## src/rtl/viterbi_pkg.sv

```systemverilog
// rtl/viterbi_pkg.sv - shared constants and feeder state type for the K=3 convolutional chain
package viterbi_pkg;

  localparam int K             = 3;
  localparam int TAIL_BITS_DEF = K - 1;

  typedef enum logic [1:0] {IDLE, SHIFT, WAIT, TAIL} feeder_state_t;

  // Counter width for a limit n, never narrower than one bit.
  function automatic int cnt_w(input int n);
    return (n < 2) ? 1 : $clog2(n);
  endfunction

endpackage

```

## src/rtl/conv_frame_feeder.sv

```systemverilog
// rtl/conv_frame_feeder.sv - serialises parallel words MSB-first into the encoder, appending zero tail bits per frame
module conv_frame_feeder
  import viterbi_pkg::*;
#(
  parameter int DATA_W      = 8,
  parameter int FRAME_WORDS = 4,
  parameter int TAIL_BITS   = TAIL_BITS_DEF
) (
  input  logic              i_clk,
  input  logic              i_rst_n,
  input  logic              i_valid,
  input  logic [DATA_W-1:0] i_data,
  input  logic              i_abort,
  output logic              o_ready,
  output logic              o_bit,
  output logic              o_en,
  output logic              o_sof,
  output logic              o_eof,
  output logic              o_tail,
  output logic              o_trunc
);

  localparam int BW = cnt_w(DATA_W);
  localparam int WW = cnt_w(FRAME_WORDS);
  localparam int TW = cnt_w(TAIL_BITS);
  localparam logic [BW-1:0] BIT_LAST  = BW'(DATA_W - 1);
  localparam logic [WW-1:0] WORD_LAST = WW'(FRAME_WORDS - 1);
  localparam logic [TW-1:0] TAIL_LAST = TW'(TAIL_BITS - 1);

  feeder_state_t     state_q, state_d;
  logic [DATA_W-1:0] shreg_q, shreg_d;
  logic [BW-1:0]     bit_cnt_q, bit_cnt_d;
  logic [WW-1:0]     word_cnt_q, word_cnt_d;
  logic [TW-1:0]     tail_cnt_q, tail_cnt_d;
  logic              abort_q, abort_d;
  logic              rdy_q;
  logic              bit_q, bit_d, en_q, en_d, sof_q, sof_d;
  logic              eof_q, eof_d, tail_q, tail_d, trunc_q, trunc_d;

  logic last_bit, last_word, last_tail, abort_req, hs, load, new_frame;

  assign last_bit  = (bit_cnt_q == BIT_LAST);
  assign last_word = (word_cnt_q == WORD_LAST);
  assign last_tail = (tail_cnt_q == TAIL_LAST);
  assign abort_req = i_abort && ((state_q == SHIFT) || (state_q == WAIT));

  // rdy_q keeps o_ready low through reset and for the first edge after release.
  assign o_ready = rdy_q && ((state_q == IDLE) || (state_q == WAIT) ||
                             ((state_q == SHIFT) && last_bit && !last_word) ||
                             ((state_q == TAIL) && last_tail));
  assign hs        = i_valid && o_ready;
  assign load      = hs && (state_d == SHIFT);
  assign new_frame = (state_q == IDLE) || (state_q == TAIL);

  assign o_bit   = bit_q;
  assign o_en    = en_q;
  assign o_sof   = sof_q;
  assign o_eof   = eof_q;
  assign o_tail  = tail_q;
  assign o_trunc = trunc_q;

  always_ff @(posedge i_clk or negedge i_rst_n) begin
    if (!i_rst_n) begin
      state_q    <= IDLE;
      shreg_q    <= '0;
      bit_cnt_q  <= '0;
      word_cnt_q <= '0;
      tail_cnt_q <= '0;
      abort_q    <= 1'b0;
      rdy_q      <= 1'b0;
      bit_q      <= 1'b0;
      en_q       <= 1'b0;
      sof_q      <= 1'b0;
      eof_q      <= 1'b0;
      tail_q     <= 1'b0;
      trunc_q    <= 1'b0;
    end else begin
      state_q    <= state_d;
      shreg_q    <= shreg_d;
      bit_cnt_q  <= bit_cnt_d;
      word_cnt_q <= word_cnt_d;
      tail_cnt_q <= tail_cnt_d;
      abort_q    <= abort_d;
      rdy_q      <= 1'b1;
      bit_q      <= bit_d;
      en_q       <= en_d;
      sof_q      <= sof_d;
      eof_q      <= eof_d;
      tail_q     <= tail_d;
      trunc_q    <= trunc_d;
    end
  end

  // Abort takes priority over a coincident handshake, so that word is dropped.
  always_comb begin
    state_d = state_q;
    case (state_q)
      IDLE:  if (hs) state_d = SHIFT;
      SHIFT: begin
        if (abort_req)      state_d = TAIL;
        else if (last_bit) begin
          if (last_word)    state_d = TAIL;
          else if (hs)      state_d = SHIFT;
          else              state_d = WAIT;
        end
      end
      WAIT: begin
        if (abort_req)      state_d = TAIL;
        else if (hs)        state_d = SHIFT;
      end
      TAIL:  if (last_tail) state_d = hs ? SHIFT : IDLE;
      default:              state_d = IDLE;
    endcase
  end

  // Output registers carry the values for the state being entered.
  always_comb begin
    shreg_d    = shreg_q;
    bit_cnt_d  = bit_cnt_q;
    word_cnt_d = word_cnt_q;
    tail_cnt_d = '0;
    abort_d    = abort_q;
    bit_d      = 1'b0;
    en_d       = 1'b0;
    sof_d      = 1'b0;
    eof_d      = 1'b0;
    tail_d     = 1'b0;
    trunc_d    = 1'b0;
    case (state_d)
      SHIFT: begin
        en_d    = 1'b1;
        abort_d = 1'b0;
        if (load) begin
          bit_d      = i_data[DATA_W-1];
          shreg_d    = {i_data[DATA_W-2:0], 1'b0};
          bit_cnt_d  = '0;
          sof_d      = new_frame;
          word_cnt_d = new_frame ? '0 : word_cnt_q + 1'b1;
        end else begin
          bit_d     = shreg_q[DATA_W-1];
          shreg_d   = {shreg_q[DATA_W-2:0], 1'b0};
          bit_cnt_d = bit_cnt_q + 1'b1;
        end
      end
      TAIL: begin
        en_d       = 1'b1;
        tail_d     = 1'b1;
        shreg_d    = '0;
        abort_d    = abort_q | abort_req;
        tail_cnt_d = (state_q == TAIL) ? tail_cnt_q + 1'b1 : '0;
        eof_d      = (tail_cnt_d == TAIL_LAST);
        trunc_d    = eof_d && abort_d;
      end
      IDLE: begin
        abort_d    = 1'b0;
        shreg_d    = '0;
        bit_cnt_d  = '0;
        word_cnt_d = '0;
      end
      default: ;
    endcase
  end

endmodule

```

## config.mk

```make
export PLATFORM = sky130hd
export DESIGN_NAME = conv_frame_feeder
export DESIGN_NICKNAME = d
export VERILOG_FILES = /design/src/rtl/viterbi_pkg.sv /design/src/rtl/conv_frame_feeder.sv
export SDC_FILE = /design/constraint.sdc
export NUM_CORES = 1
export LEC_CHECK = 0
export CAP_MARGIN = 20
export CORE_MARGIN = 2
export CORE_UTILIZATION = 55
export CTS_BUF_LIST = sky130_fd_sc_hd__clkbuf_4 sky130_fd_sc_hd__clkbuf_8
export DETAILED_ROUTE_END_ITERATION = 6
export PLACE_DENSITY_LB_ADDON = 0.15
export SLEW_MARGIN = 25
export SYNTH_ARGS = -nofsm -noshare
export SYNTH_HDL_FRONTEND = slang
export SYNTH_SLANG_ARGS = --single-unit
```

## constraint.sdc

```tcl
create_clock -name i_clk -period 3.1 [get_ports i_clk]
set_clock_uncertainty 0.05 [all_clocks]
set_input_delay 0.31 -clock i_clk [delete_from_list [all_inputs] [get_ports i_clk]]
set_output_delay 0.31 -clock i_clk [all_outputs]
set_load 0.02 [all_outputs]
```

# After elaboration in Yosys (flattened, before gate mapping)
# Cells that the tools add are included.
# totals
reg_bits,23
# classes
n_mux,26
bitwise_logic,1
n_eq_ne,8
addsub,3
reduce_logical,23
# ops
cell,n
2-to-1 mux 2 bit,9
one-hot mux 8 bit (2 select lines),1
2-to-1 mux 1 bit,10
"== test 2 bit, second input constant",4
logical AND 1 bit,8
2-to-1 mux 8 bit,1
one-hot mux 2 bit (4 select lines),1
one-hot mux 3 bit (2 select lines),1
nonzero test 2 bit,3
OR reduction 2 bit,3
logical OR 1 bit,5
"== test 2 x 1 -> 1 bit, second input constant",2
logical NOT 2 bit,2
one-hot mux 2 bit (2 select lines),1
"adder 3 x 1 -> 3 bit, second input constant",1
"== test 3 bit, second input constant",1
2-to-1 mux 3 bit,1
"adder 2 x 1 -> 2 bit, second input constant",1
"inequality test 2 bit, second input constant",1
one-hot mux 1 bit (2 select lines),1
AND reduction 2 bit,1
"adder 1 bit, second input constant",1
logical NOT 1 bit,1
bitwise OR 1 bit,1

# Logic depth before layout (Yosys ltp)
# depth
ltp_word,16
mapped_depth,12
mapped_depth_nobuf,11

# Worst setup path after synthesis
# Ideal clock, no wire load.
# synth_timing
path_kind,register to register
from,register state_q[0]
to,register word_cnt_q[0]
path_buffers,1
setup_time_ns,0.074
t_arrival_ns,2.286
path_slack_ns,0.690
path_stages_with_launch,12
period_less_slack_ns,2.410
cell_sequence,dfrtp_1 > inv_1 > ha_1 > a311oi_1 > nand3_1 > o21a_2 > inv_1 > ha_1 > buf_2 > nand3_1 > mux2_2 > o21ai_2
# synth_between
elab_chain_cells,16
elab_cells_between_ends,33
cone_classes,5 x eq/ne; 12 x mux; 16 x reduce/logical
# synth_lines
item,line_no,source
from (decl),conv_frame_feeder.sv:30,"feeder_state_t state_q, state_d;"
from (signal assigned),conv_frame_feeder.sv:78,state_q <= state_d;
== test 2 x 1 -> 1 bit,"conv_frame_feeder.sv:45, conv_frame_feeder.sv:49, conv_frame_feeder.sv:97",
logical AND 1 bit (2 in series),conv_frame_feeder.sv:49,((state_q == SHIFT) && last_bit && !last_word) ||
logical OR 1 bit,conv_frame_feeder.sv:48,assign o_ready = rdy_q && ((state_q == IDLE) || (state_q == WAIT) ||
logical OR 1 bit,conv_frame_feeder.sv:49,
logical AND 1 bit,conv_frame_feeder.sv:48,
logical AND 1 bit,conv_frame_feeder.sv:51,assign hs = i_valid && o_ready;
2-to-1 mux 2 bit,conv_frame_feeder.sv:103,else if (hs) state_d = SHIFT;
2-to-1 mux 2 bit,conv_frame_feeder.sv:102,if (last_word) state_d = TAIL;
2-to-1 mux 2 bit,conv_frame_feeder.sv:101,else if (last_bit) begin
2-to-1 mux 2 bit,conv_frame_feeder.sv:100,if (abort_req) state_d = TAIL;
one-hot mux 2 bit (4 select lines) (*),conv_frame_feeder.sv:97,case (state_q)
via state_d[1],conv_frame_feeder.sv:30,
== test 2 x 1 -> 1 bit,"conv_frame_feeder.sv:52, conv_frame_feeder.sv:129",
logical AND 1 bit,conv_frame_feeder.sv:52,assign load = hs && (state_d == SHIFT);
inequality test 2 bit (no line),--,
AND reduction 2 bit (no line),--,
to (signal assigned),conv_frame_feeder.sv:81,word_cnt_q <= word_cnt_d;
to (decl),conv_frame_feeder.sv:33,"logic [WW-1:0] word_cnt_q, word_cnt_d;"
# Mark *: on every way through the listed nets, which the timed path passes. The rest lies on a longest branch. The select of a mux whose other input is x is not followed.
# A chain may end at the register's enable or synchronous reset.

# Worst setup path after layout
# layout_timing
from,register state_q[0]
to,register bit_cnt_q[0]
# layout_between
elab_chain_cells,16
elab_cells_between_ends,29
cone_classes,4 x eq/ne; 11 x mux; 14 x reduce/logical
# layout_lines
item,line_no,source
== test 2 x 1 -> 1 bit,"conv_frame_feeder.sv:45, conv_frame_feeder.sv:49, conv_frame_feeder.sv:97",
logical AND 1 bit (2 in series),conv_frame_feeder.sv:49,
logical OR 1 bit,conv_frame_feeder.sv:48,
logical OR 1 bit,conv_frame_feeder.sv:49,
logical AND 1 bit,conv_frame_feeder.sv:48,
logical AND 1 bit,conv_frame_feeder.sv:51,
2-to-1 mux 2 bit,conv_frame_feeder.sv:103,
2-to-1 mux 2 bit,conv_frame_feeder.sv:102,
2-to-1 mux 2 bit,conv_frame_feeder.sv:101,
2-to-1 mux 2 bit,conv_frame_feeder.sv:100,
one-hot mux 2 bit (4 select lines) (*),conv_frame_feeder.sv:97,
via state_d[1],conv_frame_feeder.sv:30,
== test 2 x 1 -> 1 bit,"conv_frame_feeder.sv:52, conv_frame_feeder.sv:129",
logical AND 1 bit,conv_frame_feeder.sv:52,
2-to-1 mux 3 bit,conv_frame_feeder.sv:133,if (load) begin
one-hot mux 3 bit (2 select lines),conv_frame_feeder.sv:129,case (state_d)
to (signal assigned),conv_frame_feeder.sv:80,bit_cnt_q <= bit_cnt_d;
to (decl),conv_frame_feeder.sv:32,"logic [BW-1:0] bit_cnt_q, bit_cnt_d;"
# Mark *: on every way through the listed nets, which the timed path passes. The rest lies on a longest branch.

==> flow_metrics.env <==
export IMPL_root_buffer="clkbuf_4"
export IMPL_syn_avg_cell_area_um2=10.6
export IMPL_busiest_layer="met2"
export IMPL_r2r_cells=10
export IMPL_rsz0062_at_grt="false"
export IMPL_nets=162
export IMPL_critPathMaxStageDelay_ns=0.47
export IMPL_antenna_found_initial=0
export IMPL_p_int_uw=753
export IMPL_switchingPower_uw=536
export IMPL_area_growth_syn_to_layout_pct=21.1
export IMPL_cp_slowest_cell="dfrtp_1"
export IMPL_critPathLaunchType="flop"
export IMPL_clock_sinks=22
export IMPL_drt_pass1_iterations=4
export IMPL_num_antenna_cells=0
export IMPL_p_sw_share_pct=41.6
export IMPL_core_area_um2=2170
export IMPL_grt_overflow_total=0
export IMPL_crit_family="adder cells"
export IMPL_die_area_um2=2640
export IMPL_path_class="reg2reg"
export IMPL_min_period_ns=2.81
export IMPL_pin_count=19
export IMPL_grt_util_met2_pct=37.0
export IMPL_worst_hold_path_type="in2async"
export IMPL_status="finished clean"
export IMPL_grt_util_met3_pct=4.09
export IMPL_use_met1_pct=26.3
export IMPL_insertion_delay_ns=0.32
export IMPL_fin_tns_setup_ns=0
export IMPL_synth_area_um2=1230
export IMPL_max_cap_violations=0
export IMPL_setup_viol=0
export IMPL_cts_tree="yes"
export IMPL_hpwlAfterDp_um=1780
export IMPL_cp_arrival_ns=2.98
export IMPL_synthTopCellsByArea="dfrtp_1 45%, ha_1 12%, mux2i_1 5.7%, o21ai_0 4.9%, nand2_1 4.0%"
export IMPL_ant_nets=0
export IMPL_clockBufferDepth=2
export IMPL_wl_um=2360
export IMPL_ir_drop_mv=0.541
export IMPL_drtIter0Drc=18
export IMPL_synth_edff_count=0
export IMPL_worstPathMaxFanout=11
export IMPL_start_util_pct=56.8
export IMPL_required_ns=3.27
export IMPL_cts_buffers=3
export IMPL_rows=17
export IMPL_path_cells="inv_1 -> ha_1 -> a311oi_1 -> nand3_1 -> o21a_2 -> inv_1 -> ha_1 -> a21oi_2 -> nor2b_1 -> mux2_4"
export IMPL_io_buffers=18
export IMPL_wl_per_cell_um=14.3
export IMPL_via_per_inst=5.79
export IMPL_slew_violations=0
export IMPL_drive_gt1_share_pct=11.7
export IMPL_seqPwrFrac_pct=30.2
export IMPL_combPwrFrac_pct=52.3
export IMPL_grt_pass1_vias=967
export IMPL_yosys_warnings=0
export IMPL_grt_pass1_wl_um=4140
export IMPL_r2r_slack_ns=0.29
export IMPL_layout_common_cells="22 x dfrtp_1, 17 x clkdlybuf4s50_1, 13 x nand2_1"
export IMPL_power_density_nw_per_um2=864
export IMPL_final_common_cell="dfrtp_1"
export IMPL_synth_nets=140
export IMPL_gp_congestion=0.805
export IMPL_clkPwrFrac_pct=17.5
export IMPL_synth_top_area_share_pct=44.7
export IMPL_power_uw=1290
export IMPL_ys_seq_elements=22
export IMPL_finalHoldViolations=0
export IMPL_cts_reportedPaths_clkPinSlew_ns=0.13
export IMPL_reg2reg_to="bit_cnt_q[0]"
export IMPL_period_share_pct=90.6
export IMPL_synthFlopType="dfrtp_1"
export IMPL_cp_num_buf_inv=2
export IMPL_syn_inst=116
export IMPL_drc=0
export IMPL_die_x_um=51.3
export IMPL_yosys_area_top_type="dfrtp_1"
export IMPL_grt_max_degree=23
export IMPL_die_y_um=51.3
export IMPL_htreeDepth=1
export IMPL_r2r_start="state_q[0]"
export IMPL_grt_util_all_layers_pct=21.6
export IMPL_vias=955
export IMPL_nFillCells=179
export IMPL_cts_resized=0
export IMPL_synthDistinctLibCells=37
export IMPL_fmaxAchievable_mhz=356
export IMPL_p_leak_uw=0.000711
export IMPL_yosysSeqAreaShare_pct=44.7
export IMPL_synthArstFlopShare_pct=100
export IMPL_worstSetupEndpointType="flop"
worst max path at each step:
stage                          start            end  slack [ns]  cells past startpoint
after floorplan           state_q[0]  word_cnt_q[0]        0.69                     11
after global placement       i_valid   bit_cnt_q[0]        0.42                     10
after detailed placement  state_q[0]   bit_cnt_q[0]        0.32                     10
after CTS                 state_q[0]     shreg_q[6]        0.30                     10
after global routing      state_q[0]     shreg_q[4]        0.07                      9
final                     state_q[0]   bit_cnt_q[0]        0.29                     10
sequential cells by signal (all words and copies together), names as in the netlist:
register,count
o_en,1
shreg_q,7
o_trunc,1
state_q,2
o_bit,1
o_tail,1
abort_q,1
bit_cnt_q,3
o_sof,1
o_eof,1
word_cnt_q,2
rdy_q,1
per-stage QoR:
step           instance area (um^2)  util [%]  setup WS, ns  instances  hold WS (ns)
2_1_floorplan                  1230         -         0.690        116       -0.0356
3_3_place_gp                   1440      66.1         0.419        160         0.419
3_5_place_dp                   1440      66.1         0.318        160         0.430
4_1_cts                        1490      68.6         0.302        164         0.462
5_1_grt                        1490      68.8        0.0650        165         0.461
6_report                       1490      68.8         0.292        165         0.413
cell type report:
| cell class | instances | area, um^2 | area share, % |
|---|---|---|---|
| clock inverters | 1 | 30.0 | 2.01 |
| multi-input cells | 87 | 647 | 43.3 |
| clock buffers | 3 | 22.5 | 1.51 |
| well taps | 28 | 35.0 | 2.35 |
| flip-flops and latches | 22 | 551 | 36.9 |
| repair buffers | 20 | 193 | 12.9 |
| inverters | 4 | 15.0 | 1.01 |
cells in the mapped netlist (all sizes together) (3+ instances only):
cell type,number
inv,4
o21ai,13
nand2,14
nor2,4
mux2i,7
dfrtp,22
nand3b,4
nand3,3
nor2b,3
ha,12
a21oi,5
per-layer routing:
metal,routed length [um],share of wire (%),vias to the layer above
li1,-,-,463
met1,1070,45,466
met2,1150,49,22
met3,93,3.9,4
met4,38,1.6,0
met5,0,0,-
power groups by stage:
stage               sequential (uW)  combinational [uW]  clock, uW
finish                          389                 675        225
global route                    398                 760        235
CTS                             389                 684        226
detailed placement              396                 678          0
global placement                390                 661          0
floorplan                       401                 501          0
cell families (layout without fill, tap and decap cells):
group | count (synthesis) | count (layout) | synth area share (%)
AOI/OAI and AO/OA | 32 | 32 | 18.2
adders and majority gates | 12 | 12 | 12.2
buffers and inverters | 7 | 28 | 2.84
DFF | 22 | 22 | 44.7
muxes | 9 | 9 | 7.82
other | 1 | 1 | 0.304
and+or+nand+nor | 33 | 33 | 14.0
timing repair:
| item | CTS | global route |
|---|---|---|
| endpoints found under the hold margin | 0 | 22 |
| hold buffers | 0 | 1 |
| setup buffers | 0 | 0 |
Note: power is estimated with default switching activity, not from simulation.
